$ cat src/rtl/mci_pkg.sv
// mci_pkg: shared state, opcode and mux-select encodings for the multicycle control FSM
package mci_pkg;
  typedef logic [3:0] state_t;
  localparam state_t IDLE      = 4'd0;
  localparam state_t FETCH     = 4'd1;
  localparam state_t DECODE    = 4'd2;
  localparam state_t MEM_ADDR  = 4'd3;
  localparam state_t MEM_READ  = 4'd4;
  localparam state_t MEM_WB    = 4'd5;
  localparam state_t MEM_WRITE = 4'd6;
  localparam state_t EXECUTE   = 4'd7;
  localparam state_t ALU_WB    = 4'd8;
  localparam state_t BRANCH    = 4'd9;
  localparam state_t JUMP      = 4'd10;
  localparam logic [5:0] OP_RTYPE  = 6'h00;
  localparam logic [5:0] OP_LW     = 6'h23;
  localparam logic [5:0] OP_SW     = 6'h2B;
  localparam logic [5:0] OP_BEQ    = 6'h04;
  localparam logic [5:0] OP_J      = 6'h02;
  localparam logic [5:0] FUNCT_ADD = 6'h20;
  localparam logic [5:0] ALU_ADD   = 6'h00;
  localparam logic [1:0] PCS_ALU    = 2'd0;
  localparam logic [1:0] PCS_ALUOUT = 2'd1;
  localparam logic [1:0] PCS_JUMP   = 2'd2;
  localparam logic [1:0] ALUB_REG    = 2'd0;
  localparam logic [1:0] ALUB_FOUR   = 2'd1;
  localparam logic [1:0] ALUB_IMM    = 2'd2;
  localparam logic [1:0] ALUB_IMM_SH = 2'd3;
endpackage

$ cat src/rtl/mci_ctrl_decode.sv
// mci_ctrl_decode: maps the FSM state (and mem_ready in FETCH) to datapath control strobes
module mci_ctrl_decode
  import mci_pkg::*;
(
  input  state_t     state,
  input  logic       mem_ready,
  output logic       mem_req,
  output logic       mem_read,
  output logic       mem_write,
  output logic       iord,
  output logic       ir_write,
  output logic       pc_write,
  output logic       pc_write_cond,
  output logic [1:0] pc_source,
  output logic       reg_write,
  output logic       reg_dst,
  output logic       mem_to_reg,
  output logic       alu_src_a,
  output logic [1:0] alu_src_b,
  output logic [5:0] alu_op
);
  logic fetch_done;
  assign fetch_done    = state == FETCH && mem_ready;
  assign mem_req       = state == FETCH || state == MEM_READ || state == MEM_WRITE;
  assign mem_read      = state == FETCH || state == MEM_READ;
  assign mem_write     = state == MEM_WRITE;
  assign iord          = state == MEM_READ || state == MEM_WRITE;
  assign ir_write      = fetch_done;
  assign pc_write      = fetch_done || state == JUMP;
  assign pc_write_cond = state == BRANCH;
  assign pc_source     = state == JUMP ? PCS_JUMP : state == BRANCH ? PCS_ALUOUT : PCS_ALU;
  assign reg_write     = state == MEM_WB || state == ALU_WB;
  assign reg_dst       = state == ALU_WB;
  assign mem_to_reg    = state == MEM_WB;
  assign alu_src_a     = state == MEM_ADDR || state == EXECUTE || state == BRANCH;
  assign alu_src_b     = state == FETCH ? ALUB_FOUR : state == DECODE ? ALUB_IMM_SH :
                         state == MEM_ADDR ? ALUB_IMM : ALUB_REG;
  assign alu_op        = ALU_ADD;
endmodule

$ cat src/rtl/mci_control_fsm.sv
// mci_control_fsm: multicycle MIPS-subset control unit with sticky illegal flag and retire counter
module mci_control_fsm
  import mci_pkg::*;
#(
  parameter int CNT_W = 32
) (
  input  logic             clk,
  input  logic             rst_n,
  input  logic [5:0]       opcode,
  input  logic [5:0]       funct,
  input  logic             zero,
  input  logic             mem_ready,
  output logic             mem_req,
  output logic             mem_read,
  output logic             mem_write,
  output logic             iord,
  output logic             ir_write,
  output logic             pc_write,
  output logic             pc_write_cond,
  output logic [1:0]       pc_source,
  output logic             reg_write,
  output logic             reg_dst,
  output logic             mem_to_reg,
  output logic             alu_src_a,
  output logic [1:0]       alu_src_b,
  output logic [5:0]       alu_op,
  output logic             illegal,
  output logic [CNT_W-1:0] instr_count
);
  state_t state, nxt;
  logic legal, retire, unused_zero;
  // the branch decision is made by the datapath through pc_write_cond
  assign unused_zero = zero;
  assign legal = opcode == OP_LW || opcode == OP_SW || opcode == OP_BEQ || opcode == OP_J ||
                 (opcode == OP_RTYPE && funct == FUNCT_ADD);
  assign retire = state == MEM_WB || state == ALU_WB || state == BRANCH || state == JUMP ||
                  (state == MEM_WRITE && mem_ready);
  always_comb begin
    nxt = IDLE;
    case (state)
      IDLE:      nxt = FETCH;
      FETCH:     nxt = mem_ready ? DECODE : FETCH;
      DECODE:    nxt = !legal ? FETCH : (opcode == OP_LW || opcode == OP_SW) ? MEM_ADDR :
                       opcode == OP_RTYPE ? EXECUTE : opcode == OP_BEQ ? BRANCH : JUMP;
      MEM_ADDR:  nxt = opcode == OP_SW ? MEM_WRITE : MEM_READ;
      MEM_READ:  nxt = mem_ready ? MEM_WB : MEM_READ;
      MEM_WRITE: nxt = mem_ready ? FETCH : MEM_WRITE;
      EXECUTE:   nxt = ALU_WB;
      MEM_WB, ALU_WB, BRANCH, JUMP: nxt = FETCH;
      default:   nxt = IDLE;
    endcase
  end
  always_ff @(posedge clk or negedge rst_n) begin
    if (!rst_n) begin
      state       <= IDLE;
      illegal     <= 1'b0;
      instr_count <= '0;
    end else begin
      state <= nxt;
      if (state == DECODE && !legal) illegal <= 1'b1;
      if (retire) instr_count <= instr_count + CNT_W'(1);
    end
  end
  mci_ctrl_decode u_dec (
    .state(state), .mem_ready(mem_ready),
    .mem_req(mem_req), .mem_read(mem_read), .mem_write(mem_write), .iord(iord),
    .ir_write(ir_write), .pc_write(pc_write), .pc_write_cond(pc_write_cond),
    .pc_source(pc_source), .reg_write(reg_write), .reg_dst(reg_dst),
    .mem_to_reg(mem_to_reg), .alu_src_a(alu_src_a), .alu_src_b(alu_src_b), .alu_op(alu_op)
  );
endmodule

$ cat config.mk
export PLATFORM = sky130hd
export DESIGN_NAME = mci_control_fsm
export DESIGN_NICKNAME = d
export VERILOG_FILES = /design/src/rtl/mci_pkg.sv /design/src/rtl/mci_ctrl_decode.sv /design/src/rtl/mci_control_fsm.sv
export SDC_FILE = /design/constraint.sdc
export NUM_CORES = 1
export LEC_CHECK = 0
export ABC_AREA = 1
export BUFFER_PORTS_ARGS = -buffer_cell sky130_fd_sc_hd__clkbuf_2
export CELL_PAD_IN_SITES_DETAIL_PLACEMENT = 1
export CELL_PAD_IN_SITES_GLOBAL_PLACEMENT = 1
export CORE_ASPECT_RATIO = 1.5
export CORE_MARGIN = 3
export CORE_UTILIZATION = 34
export CTS_BUF_LIST = sky130_fd_sc_hd__clkbuf_4 sky130_fd_sc_hd__clkbuf_8
export DETAILED_ROUTE_END_ITERATION = 6
export GPL_TIMING_DRIVEN = 0
export PLACE_DENSITY_LB_ADDON = 0.1
export REMOVE_ABC_BUFFERS = 1
export SLEW_MARGIN = 15
export SYNTH_ARGS = -nofsm -noshare
export SYNTH_HDL_FRONTEND = slang
export SYNTH_HIERARCHICAL = 1
export SYNTH_SLANG_ARGS = --single-unit
$ cat constraint.sdc
create_clock -name clk -period 1.35 [get_ports clk]
set_clock_uncertainty 0.15 [all_clocks]
set_input_delay 0.405 -clock clk [delete_from_list [all_inputs] [get_ports clk]]
set_output_delay 0.405 -clock clk [all_outputs]
set_load 0.01 [all_outputs]
Yosys cells after proc, flatten, opt, wreduce, memory -nomap -nowiden

Index checks and enable logic that the tools add are counted.

Equality and inequality tests: 15
Multiply operators: 0
Shift-type cells: 0
Add/sub/neg operators: 1
Div/mod/pow operators: 0
$lt $le $gt $ge: 0
Reduce and logical (&&, ||, !) cells: 22
Bitwise gates (word level): 0
Muxes and demuxes: 14

Operator list:

| cell                                                            | number |
|---|---|
| 32-bit by 1-bit adder with 32-bit output, second input constant | 1 |
| 4-bit one-hot mux with 7 select lines                           | 1 |
| 6-bit == test, second input constant                            | 3 |
| 4-bit by 3-bit == test with 1-bit output, second input constant | 4 |
| 1-bit logical OR                                                | 14 |
| 2-bit two-way mux                                               | 7 |
| 4-bit == test, second input constant                            | 3 |
| 4-bit two-way mux                                               | 3 |
| 4-bit by 2-bit == test with 1-bit output, second input constant | 2 |
| 6-bit by 2-bit == test with 1-bit output, second input constant | 1 |
| 6-bit by 3-bit == test with 1-bit output, second input constant | 1 |
| 6-bit logical NOT                                               | 1 |
| 5-bit OR reduction                                              | 1 |
| 4-bit by 1-bit == test with 1-bit output, second input constant | 1 |
| 1-bit logical AND                                               | 4 |
| 4-bit logical NOT                                               | 1 |
| 3-bit two-way mux                                               | 1 |
| 1-bit two-way mux                                               | 2 |
| 1-bit logical NOT                                               | 1 |

Bits in registers: 37
Memories kept: 0
RAM bits: 0
Bits in latches: 0
Word-level logic and storage cells: 55
Bits in read-only memories: 0
Input bits: 16

Logic depth before layout (Yosys ltp)

Gate-level depths: netlist (run 1).

Depth in word-level cells: 7
Gate-level depth with buffers: 10
Mapped depth without buffers: 10

Modules after synthesis

The synthesis (run 1) kept the hierarchy.

By module, submodules not included:

| module          | times used | area each (µm²) | sequential area each (µm²) | cells an instance |
|---|---|---|---|---|
| mci_control_fsm | 1          | 2446.1          | 925.9                      | 376 |
| mci_ctrl_decode | 1          | 188.9           | 0.0                        | 42 |

Least setup slack after synthesis (run 1)

OpenSTA, ideal clock, no wires.

Kind: register to register
Start: reg instr_count[0]
End: reg instr_count[30]
Period minus slack after synthesis: 1.592 ns
Slack: -0.242 ns
Stages on the path, launching flop included: 11
Data arrival time: 1.326 ns
Path through: dfrtp_1 > ha_1 > inv_1 > nor2_4 > nand2_2 > nor2_2 > nand2_1 > nand2_1 > nand2_1 > nand2_1 > nand2_1

Cells in the longest elaborated chain, start to end: 1

Ends and longest elaborated chain:

| element                                  | line                  | text |
|---|---|---|
| start, declared                          | mci_control_fsm.sv:28 | `output logic [CNT_W-1:0] instr_count` |
| start signal, assigned                   | mci_control_fsm.sv:61 | `if (retire) instr_count <= instr_count + CNT_W'(1);` |
| 32-bit by 1-bit adder with 32-bit output | mci_control_fsm.sv:61 |  |

Every way passes these cells.
A chain may end at the register's enable or synchronous reset.

Worst setup path after layout (run 1)

Start: reg state[1]
End: out mem_read

Cells in the longest elaborated chain, start to end: 2
Elaborated cells on any way between the ends: 3
Classes of those cells: eq/ne: 2; reduce/logical: 1

Ends and longest elaborated chain:

| element                                                                                                     | line                  | text |
|---|---|---|
| start, declared                                                                                             | mci_control_fsm.sv:30 | `state_t state, nxt;` |
| start signal, assigned                                                                                      | mci_control_fsm.sv:59 | `state <= nxt;` |
| 4-bit by 1-bit == test with 1-bit output / 4-bit by 3-bit == test with 1-bit output (equally long branches) | mci_ctrl_decode.sv:25 | `assign mem_read = state == FETCH \|\| state == MEM_READ;` |
| 1-bit logical OR (*)                                                                                        | mci_ctrl_decode.sv:25 |  |
| end, declared                                                                                               | mci_control_fsm.sv:14 | `output logic mem_read,` |

Every way passes the cells marked *; elsewhere a longest branch is shown, timed or not.

==> run_results.csv, run 1 <==
group,metric,value,unit
outcome,run_status,"finished, violations left",
outcome,failed_checks,"negative setup slack",
final_layout,commonest_non_fill_non_tap_cell_in_the_layout,"nand2_1",
setup_path,worst_path_required,0.80,ns
setup_path,critical_path_buf_inv_count,1,
final_layout,final_cell_mix,"nand2_1 (159), nor2_1 (55), buf_4 (39), inv_1 (37), clkbuf_2 (37)",
power_and_ir_drop,power-per-cell-area,1200,mW/mm^2
timing,post-route-period-util,137,%
synth,postSynthCellCount,418,
synth,mappedNetlistArea,0.00264,mm^2
route,drtIter0Drc,75,
setup_path,rr_startpoint,"state[3]$_DFF_PN0_",
global_routing,number_of_antenna_violations_at_the_first_check_in_global_routing,0,
power_and_ir_drop,vdd_ir_drop_max,1010,uV
timing,period_needed,1.85,ns
timing,setup-violations-final,84,
power_and_ir_drop,switching_power,1.92,mW
setup_path,cp_data_arrival_time,1.30,ns
timing,fmax,540,MHz
synth,yosysWarnings,6,
clock_network,cts_tree,"yes",
setup_path,cp-start-kind,"flip-flop",
synth,syn-mean-instance-area,6.30,um^2
global_routing,aggregate_global_routing_overflow,0,
global_routing,grt_pass1_vias,3250,
setup_path,cp_cell_sequence,"nor2_2 -> nand3_1 -> nand2_1 -> clkbuf_2",
synth,synth.distinct_cells,31,
timing,finalSetupTns,-20.35,ns
timing,maxSlewHeadroom,33.3,%
clock_network,cts_max_path_buffers,2,
global_routing,grt_util_all_layers,20.9,%
power_and_ir_drop,total_leakage_power,1.83,nW
clock_network,clk_root_buffer_cell,"clkbuf_8",
timing,layout_setup_ws,-0.500,ns
setup_path,worstSetupEndpointType,"primary output",
final_layout,num-fill-cells,980,
die,initial_core_util,35.8,%
placement,place_worst_setup_slack,-0.552,ns
final_layout,num-nets-final,545,
die,placeableCoreArea,0.00737,mm^2
setup_path,critPathSlowestCell,"dfrtp_2",
route,via_count,2992,
synth,synth_edf_count,0,
final_layout,multi_input_area,0.00165,mm^2
power_and_ir_drop,power_frac_clock,17.9,%
final_layout,antenna_cells,0,
route,totalWireLength,9010,um
timing,timing_max_transition_violations_final,0,
die,design.die.area,0.00886,mm^2
final_layout,area_growth,43.3,%
die,top_level_ports,70,
power_and_ir_drop,comb_power_share,49.4,%
final_layout,ff_latch_area,952,um^2
synth,ys_dominant_reg_cell,"dfrtp_1",
route,post_drt_via_cell_ratio,4.76,
power_and_ir_drop,pwr-share-seq,32.7,%
flow_run,max_cap_viol_count,0,
worst_hold_path,worstHoldPathType,"primary input to asynchronous set/reset pin",
synth,ys_ff_latch,37,
placement,hpwlAfterDp,6370,um
setup_path,worst_r2r_path_depth,7,
setup_path,capturing_point_of_the_worst_reg2reg_path,"instr_count[5]$_DFFE_PN0P_",
placement,gp_congestion,0.759,
die,die_height,114,um
setup_path,critical-path-top-delay-family,"flip-flops",
setup_path,worst-path-max-fanout,8,
timing,timing.final.hold_violations,0,
setup_path,setup.worst_path.class,"flip-flop to primary output",
final_layout,drive_above_1_share,36.3,%
route,drcViolationCount,0,
die,chipWidth,77.9,um
power_and_ir_drop,intPower,2.59,mW
clock_network,cts.clk_slew.worst_paths,0.08,ns
clock_network,cts.htree.levels,2,
global_routing,largest_net_degree_at_the_start_of_global_routing,38,
synth,synth_sequential_area_ratio,35.1,%
setup_path,worst_path_largest_cell_delay,0.51,ns
die,std_cell_rows,38,
setup_path,setup_slack_of_the_worst_register_to_register_path,-0.44,ns
clock_network,tritoncts.num_buffers,5,
synth,synth_async_sr_flop_share,100,%
power_and_ir_drop,power.switching_fraction,42.6,%
route,routed_wire_length_per_instance,14.3,um
route,drtAntennaViolNets,0,
route,detail_route.first_pass.iterations,4,
placement,io_buffers,62,
timing,max_slew.worst_pin.slew,1.00,ns
global_routing,grt_first_pass_wirelength,14800,um
final_layout,finish.utilization,51.2,%
clock_network,insertion_delay,0.30,ns
clock_network,cts.sink_count,37,
timing,rsz0062_at_grt,"true",
-- power groups by stage --
| stage | Sequential (mW) | Combinational, mW | Clock, mW |
|---|---|---|---|
| final | 1.48 | 2.23 | 0.810 |
| after CTS | 1.45 | 1.96 | 0.836 |
| after global placement | 1.48 | 1.33 | 0 |
| after global routing | 1.50 | 2.48 | 0.881 |
| after floorplan | 1.45 | 0.855 | 0 |
| after detailed placement | 1.48 | 1.36 | 0 |
-- final cells by class --
cell class | instances | area share [%]
sequential | 37 | 25.2
clock buffer | 6 | 2.02
multi-input combinational | 328 | 43.6
clock inverter | 2 | 0.265
inverter | 49 | 5.10
timing repair buffer | 107 | 20.4
tap | 100 | 3.31
-- through the flow --
stage	power (mW)	area (um^2)	cells	hold slack (ns)
finish	4.52	3780	629	0.0934
global route	4.86	3780	629	0.179
CTS	4.24	3490	616	0.136
detailed placement	2.85	3010	575	0.333
global placement	2.81	3010	575	0.329
floorplan	2.31	2580	413	-0.0406
-- registers in the layout, summed over array words and instances, names as in the netlist --
signal / count
state: 4
instr_count: 32
illegal: 1
-- layer usage --
| layer | vias to the layer above | part of all wire [%] | GRT usage [%] |
|---|---|---|---|
| met5 | - | 0 | 0 |
| met1 | 1445 | 36 | 20.8 |
| met4 | 0 | 1.4 | 5.23 |
| met3 | 9 | 3.5 | 4.27 |
| met2 | 54 | 59 | 42.6 |
| li1 | 1484 | - | - |
-- cell families (layout without fill, tap and decap cells) --
logic type	count (synthesis)	after routing	synth area share [%]
xor gates and xnor gates	15	15	4.99
and+or+nand+nor	290	291	46.2
other	1	6	0.142
DFF	37	37	35.1
AOI/OAI and AO/OA	15	15	3.23
buffers and inverters	59	164	9.88
adders and majority gates	1	1	0.475
-- what timing repair did --
item                       CTS  global route
pin swaps                    8             9
setup endpoints to repair   84            84
resized for setup           55            73
hold buffers                 0             0
gates cloned                 1             0
buffers inserted            32            13
-- worst max path at each step --
stage                                           from                           to  depth (start not counted)  slack (ns)
after floorplan           instr_count[0]$_DFFE_PN0P_  instr_count[30]$_DFFE_PN0P_                         10       -0.25
after global placement            state[2]$_DFF_PN0_  instr_count[25]$_DFFE_PN0P_                          8       -0.54
after detailed placement          state[2]$_DFF_PN0_  instr_count[19]$_DFFE_PN0P_                          9       -0.55
after CTS                         state[2]$_DFF_PN0_                     pc_write                          4       -0.48
after global routing              state[1]$_DFF_PN0_                     mem_read                          4       -0.60
final                             state[1]$_DFF_PN0_                     mem_read                          4       -0.50
-- cells in the mapped netlist (2+ instances only) --
library cell | instances | area [um^2]
nand2_1 | 172 | 646
nor2_1 | 68 | 255
inv_1 | 45 | 169
dfrtp_1 | 37 | 926
nand3_1 | 26 | 130
xnor2_1 | 9 | 78.8
buf_4 | 8 | 60.1
o21ai_0 | 8 | 40.0
xor2_1 | 6 | 52.6
nand4_1 | 5 | 31.3
nor2_4 | 4 | 45.0
inv_2 | 3 | 11.3
nand3_2 | 3 | 30.0
nor2_2 | 3 | 18.8
nor3_1 | 3 | 15.0
a21oi_1 | 2 | 10.0
o211ai_1 | 2 | 15.0
(Power assumes the default switching activity.)
==> run 2, diff against run 1 <==
- SETUP_SLACK_MARGIN: unset -> 0.02
- SLEW_MARGIN: 15 -> 20
==> run_results.csv, run 2 (synthesized netlist as in run 1, its figures left out) <==
group,metric,value,unit
outcome,run_status,"finished, violations left",
outcome,failed_checks,"negative setup slack",
global_routing,number_of_antenna_violations_at_the_first_check_in_global_routing,0,
route,drtIter0Drc,75,
final_layout,drive_above_1_share,36.3,%
power_and_ir_drop,total_leakage_power,1.83,nW
die,initial_core_util,35.8,%
setup_path,capturing_point_of_the_worst_reg2reg_path,"instr_count[5]$_DFFE_PN0P_",
route,routed_wire_length_per_instance,14.3,um
timing,layout_setup_ws,-0.506,ns
final_layout,commonest_non_fill_non_tap_cell_in_the_layout,"nand2_1",
final_layout,largest_register,"instr_count",
power_and_ir_drop,switching_power,1.93,mW
placement,gp_congestion,0.759,
power_and_ir_drop,intPower,2.59,mW
flow_run,max_cap_viol_count,0,
final_layout,final_cell_mix,"nand2_1 (159), nor2_1 (55), buf_4 (39), inv_1 (37), clkbuf_2 (36)",
setup_path,critical_path.endpoint,"mem_read",
timing,timing_max_transition_violations_final,0,
die,die_height,114,um
setup_path,setup_slack_of_the_worst_register_to_register_path,-0.44,ns
clock_network,holdBufCountCts,0,
power_and_ir_drop,power_frac_clock,17.9,%
setup_path,worstSetupEndpointType,"primary output",
global_routing,met2_track_demand_over_resource,42.6,%
setup_path,worst_r2r_path_depth,7,
setup_path,worst_path_required,0.80,ns
global_routing,largest_net_degree_at_the_start_of_global_routing,38,
timing,max_slew.worst_pin.slew,0.896,ns
route,totalWireLength,9020,um
setup_path,setup.worst_path.class,"flip-flop to primary output",
clock_network,clk_root_buffer_cell,"clkbuf_8",
power_and_ir_drop,comb_power_share,49.4,%
route,post_drt_via_cell_ratio,4.79,
global_routing,grt_util_all_layers,20.9,%
die,top_level_ports,70,
placement,place_worst_setup_slack,-0.552,ns
route,via_count,3011,
setup_path,rr_startpoint,"state[3]$_DFF_PN0_",
global_routing,grt_pass1_vias,3250,
route,drtAntennaViolNets,0,
final_layout,num-fill-cells,980,
global_routing,grt_util_met3,4.27,%
timing,period_needed,1.86,ns
final_layout,num-nets-final,545,
setup_path,cp-start-kind,"flip-flop",
final_layout,stdcell_count,629,
clock_network,tritoncts.num_buffers,5,
power_and_ir_drop,power-per-cell-area,1200,mW/mm^2
setup_path,cp_data_arrival_time,1.30,ns
timing,post-route-period-util,137,%
clock_network,cts.sink_count,37,
setup_path,crit_start,"state[1]$_DFF_PN0_",
clock_network,cts.htree.levels,2,
clock_network,cts_tree,"yes",
die,chipWidth,77.9,um
final_layout,reg.largest.list,"instr_count x32, state x4, illegal x1",
die,placeableCoreArea,0.00737,mm^2
clock_network,insertion_delay,0.30,ns
clock_network,cts_max_path_buffers,2,
final_layout,largest_reg_flops,32,
power_and_ir_drop,vdd_ir_drop_max,1010,uV
timing,timing.final.hold_violations,0,
final_layout,antenna_cells,0,
placement,hpwlAfterDp,6370,um
clock_network,cts.clk_slew.worst_paths,0.08,ns
power_and_ir_drop,power.switching_fraction,42.7,%
timing,fmax,539,MHz
timing,setup-violations-final,84,
timing,rsz0062_at_grt,"true",
global_routing,grt_use_met1,20.8,%
die,std_cell_rows,38,
worst_hold_path,worstHoldPathType,"primary input to asynchronous set/reset pin",
power_and_ir_drop,pwr-share-seq,32.7,%
global_routing,grt_first_pass_wirelength,14800,um
route,detail_route.first_pass.iterations,4,
setup_path,worst-path-max-fanout,8,
final_layout,area_growth,43.3,%
global_routing,aggregate_global_routing_overflow,0,
timing,maxSlewHeadroom,40.3,%
global_routing,grt-busiest-layer,"met2",
placement,io_buffers,62,
placement,dpl.cell_count,575,
die,design.die.area,0.00886,mm^2
route,drcViolationCount,0,
==> run 2: repair_timing <==
item	CTS	global route
buffers inserted	32	13
gates cloned	1	0
resized for setup	55	73
endpoints found under the hold margin	0	0
setup endpoints to repair	84	84
pin swaps	8	9
==> run 2: worst min path at each step <==
stage	start	to
floorplan	rst_n	illegal$_DFFE_PN0P_
global placement	illegal$_DFFE_PN0P_	illegal$_DFFE_PN0P_
detailed placement	illegal$_DFFE_PN0P_	illegal$_DFFE_PN0P_
CTS	rst_n	instr_count[8]$_DFFE_PN0P_
global route	rst_n	instr_count[5]$_DFFE_PN0P_
finish	rst_n	instr_count[6]$_DFFE_PN0P_
==> run 2: routing by layer <==
layer	up-vias	part of all wire, %
met4	0	1.4
met3	11	3.5
met5	-	0
met2	62	59
met1	1454	36
li1	1484	-
==> run 2: cell type report <==
class | instances | area, um^2 | area share [%]
well taps | 100 | 125 | 3.31
clock buffers | 6 | 76.3 | 2.02
inverters | 49 | 193 | 5.10
repair buffers | 107 | 772 | 20.4
multi-input cells | 328 | 1650 | 43.6
flip-flops and latches | 37 | 952 | 25.2
clock inverters | 2 | 10.0 | 0.265
==> run 2: stage by stage <==
step | setup TNS [ns] | util (%) | cell area (um^2) | total power [mW] | hold WS [ns]
after floorplan | -5.35 | - | 2580 | 2.31 | -0.0406
after global placement | -18.78 | 40.9 | 3010 | 2.81 | 0.329
after detailed placement | -21.68 | 40.9 | 3010 | 2.85 | 0.333
after CTS | -22.00 | 47.4 | 3490 | 4.24 | 0.136
after global routing | -27.03 | 51.2 | 3780 | 4.86 | 0.136
final | -20.43 | 51.2 | 3780 | 4.52 | 0.0578
==> run 2: worst max-delay path: stages, from the launching register on <==
cell	delay [ns]
dfrtp_2	0.51
nor2_2	0.18
nand3_1	0.11
nand2_1	0.08
clkbuf_2	0.12
==> run 2: power groups by stage <==
stage               Sequential [mW]  Clock [mW]  Combinational (mW)
detailed placement             1.48           0                1.36
CTS                            1.45       0.836                1.96
floorplan                      1.45           0               0.855
finish                         1.48       0.811                2.23
global placement               1.48           0                1.33
global route                   1.50       0.881                2.48
==> run 3, diff against run 2 <==
- MAX_ROUTING_LAYER: unset -> met4
- SKIP_LAST_GASP: unset -> 1
==> run_results.csv, run 3 (synthesized netlist as in run 1, its figures left out) <==
group,metric,value,unit
placement,dpl.cell_count,575,
placement,hpwlAfterDp,6370,um
clock_network,clk_root_buffer_cell,"clkbuf_8",
timing,fmax,524,MHz
timing,maxSlewHeadroom,41.2,%
power_and_ir_drop,total_leakage_power,1.87,nW
power_and_ir_drop,pwr-share-seq,31.4,%
final_layout,num-nets-final,548,
route,drtIter0Drc,68,
setup_path,cp_data_arrival_time,1.35,ns
power_and_ir_drop,power-per-cell-area,1210,mW/mm^2
setup_path,worst_path_largest_cell_delay,0.51,ns
setup_path,capturing_point_of_the_worst_reg2reg_path,"instr_count[19]$_DFFE_PN0P_",
setup_path,worst_r2r_path_depth,10,
setup_path,worstSetupEndpointType,"primary output",
setup_path,setup.worst_path.class,"flip-flop to primary output",
flow_run,max_cap_viol_count,0,
die,top_level_ports,70,
setup_path,critPathSlowestCell,"dfrtp_2",
outcome,run_status,"finished, violations left",
setup_path,crit_start,"state[1]$_DFF_PN0_",
timing,rsz0062_at_grt,"true",
setup_path,critical-path-top-delay-family,"flip-flops",
setup_path,worst_path_required,0.80,ns
setup_path,critical_path_buf_inv_count,1,
global_routing,grt_pass1_vias,3261,
timing,layout_setup_ws,-0.557,ns
final_layout,antenna_cells,0,
route,post_drt_via_cell_ratio,4.81,
final_layout,final_cell_mix,"nand2_1 (160), nor2_1 (52), buf_4 (41), inv_1 (39), clkbuf_2 (36)",
power_and_ir_drop,comb_power_share,51.3,%
placement,io_buffers,62,
setup_path,cp-start-kind,"flip-flop",
global_routing,largest_net_degree_at_the_start_of_global_routing,38,
clock_network,insertion_delay,0.30,ns
clock_network,cts.clk_slew.worst_paths,0.08,ns
power_and_ir_drop,power.switching_fraction,42.7,%
power_and_ir_drop,switching_power,2.00,mW
global_routing,grt_util_all_layers,21.4,%
power_and_ir_drop,intPower,2.68,mW
die,std_cell_rows,38,
route,drcViolationCount,0,
placement,gp_congestion,0.769,
final_layout,largest_register,"instr_count",
clock_network,cts.sink_count,37,
timing,hold_ws,0.0596,ns
clock_network,cts.htree.levels,2,
die,initial_core_util,35.8,%
global_routing,grt_first_pass_wirelength,14700,um
final_layout,stdcell_count,632,
timing,setup-violations-final,84,
power_and_ir_drop,totalPowerFinal,4.68,mW
die,design.die.area,0.00886,mm^2
final_layout,reg.largest.list,"instr_count x32, state x4, illegal x1",
setup_path,rr_startpoint,"state[2]$_DFF_PN0_",
global_routing,number_of_antenna_violations_at_the_first_check_in_global_routing,0,
outcome,failed_checks,"negative setup slack",
clock_network,tritoncts.num_buffers,5,
timing,timing.final.hold_violations,0,
global_routing,aggregate_global_routing_overflow,0,
clock_network,cts_max_path_buffers,2,
timing,timing_max_transition_violations_final,0,
timing,period_needed,1.91,ns
setup_path,cp_cell_sequence,"nor2_2 -> nand2_2 -> o21ai_1 -> buf_2",
final_layout,drive_above_1_share,37.0,%
final_layout,num-fill-cells,978,
final_layout,area_growth,46.9,%
route,drtAntennaViolNets,0,
setup_path,worst-path-max-fanout,8,
route,via_count,3040,
clock_network,cts_tree,"yes",
final_layout,commonest_non_fill_non_tap_cell_in_the_layout,"nand2_1",
final_layout,finish.utilization,52.5,%
route,detail_route.first_pass.iterations,4,
die,chipWidth,77.9,um
die,die_height,114,um
setup_path,setup_slack_of_the_worst_register_to_register_path,-0.44,ns
die,placeableCoreArea,0.00737,mm^2
route,totalWireLength,9340,um
placement,place_worst_setup_slack,-0.552,ns
timing,max_slew.worst_pin.slew,0.882,ns
route,routed_wire_length_per_instance,14.8,um
worst_hold_path,worstHoldPathType,"primary input to asynchronous set/reset pin",
power_and_ir_drop,vdd_ir_drop_max,1030,uV
final_layout,largest_reg_flops,32,
timing,post-route-period-util,141,%
power_and_ir_drop,power_frac_clock,17.3,%
run 3: changes by cell type in the layout (fill, tap and decap cells not counted), sizes merged:
cell | before | now
buf | 70 | 73
clkbuf | 43 | 42
nand2 | 175 | 176
run 3: power groups by stage:
stage | clock network, mW | registers (mW) | logic, mW
2_1_floorplan | 0 | 1.45 | 0.855
3_3_place_gp | 0 | 1.48 | 1.33
3_5_place_dp | 0 | 1.48 | 1.36
4_1_cts | 0.836 | 1.45 | 1.93
5_1_grt | 0.878 | 1.50 | 2.64
6_report | 0.808 | 1.47 | 2.40
run 3: layer usage:
metal / part of all wire [%] / up-vias / global-route usage (%)
li1: - / 1497 / -
met1: 35 / 1461 / 21.1
met2: 58 / 63 / 42.2
met3: 3.8 / 19 / 3.63
met4: 2.5 / 0 / 5.23
met5: 0 / - / -
run 3: worst max path at each step:
stage | endpoint | cells after the start | slack, ns
floorplan | instr_count[30]$_DFFE_PN0P_ | 10 | -0.25
global placement | instr_count[25]$_DFFE_PN0P_ | 8 | -0.54
detailed placement | instr_count[19]$_DFFE_PN0P_ | 9 | -0.55
CTS | pc_write | 4 | -0.48
global route | pc_write | 5 | -0.64
finish | mem_req | 4 | -0.56
run 3: timing repair:
| item | 4_1_cts | 5_1_grt |
|---|---|---|
| cloned | 1 | 1 |
| pin swaps | 8 | 13 |
| endpoints found under the setup margin | 84 | 84 |
| resized for setup | 46 | 88 |
| setup buffers | 32 | 15 |
| hold buffers | 0 | 0 |
run 3: cell type report:
class                   instances  area [um^2]  share of cell area, %
clock buffers                   6         76.3                   1.97
clock inverters                 2         10.0                  0.259
inverters                      49          198                   5.11
multi-input cells             329         1690                   43.8
flip-flops and latches         37          952                   24.6
well taps                     100          125                   3.23
repair buffers                109          815                   21.0
run 3: stage by stage:
step | TNS (ns) | area (um^2)
2_1_floorplan | -5.35 | 2580
3_3_place_gp | -18.78 | 3010
3_5_place_dp | -21.68 | 3010
4_1_cts | -22.42 | 3470
5_1_grt | -28.73 | 3870
6_report | -23.17 | 3870
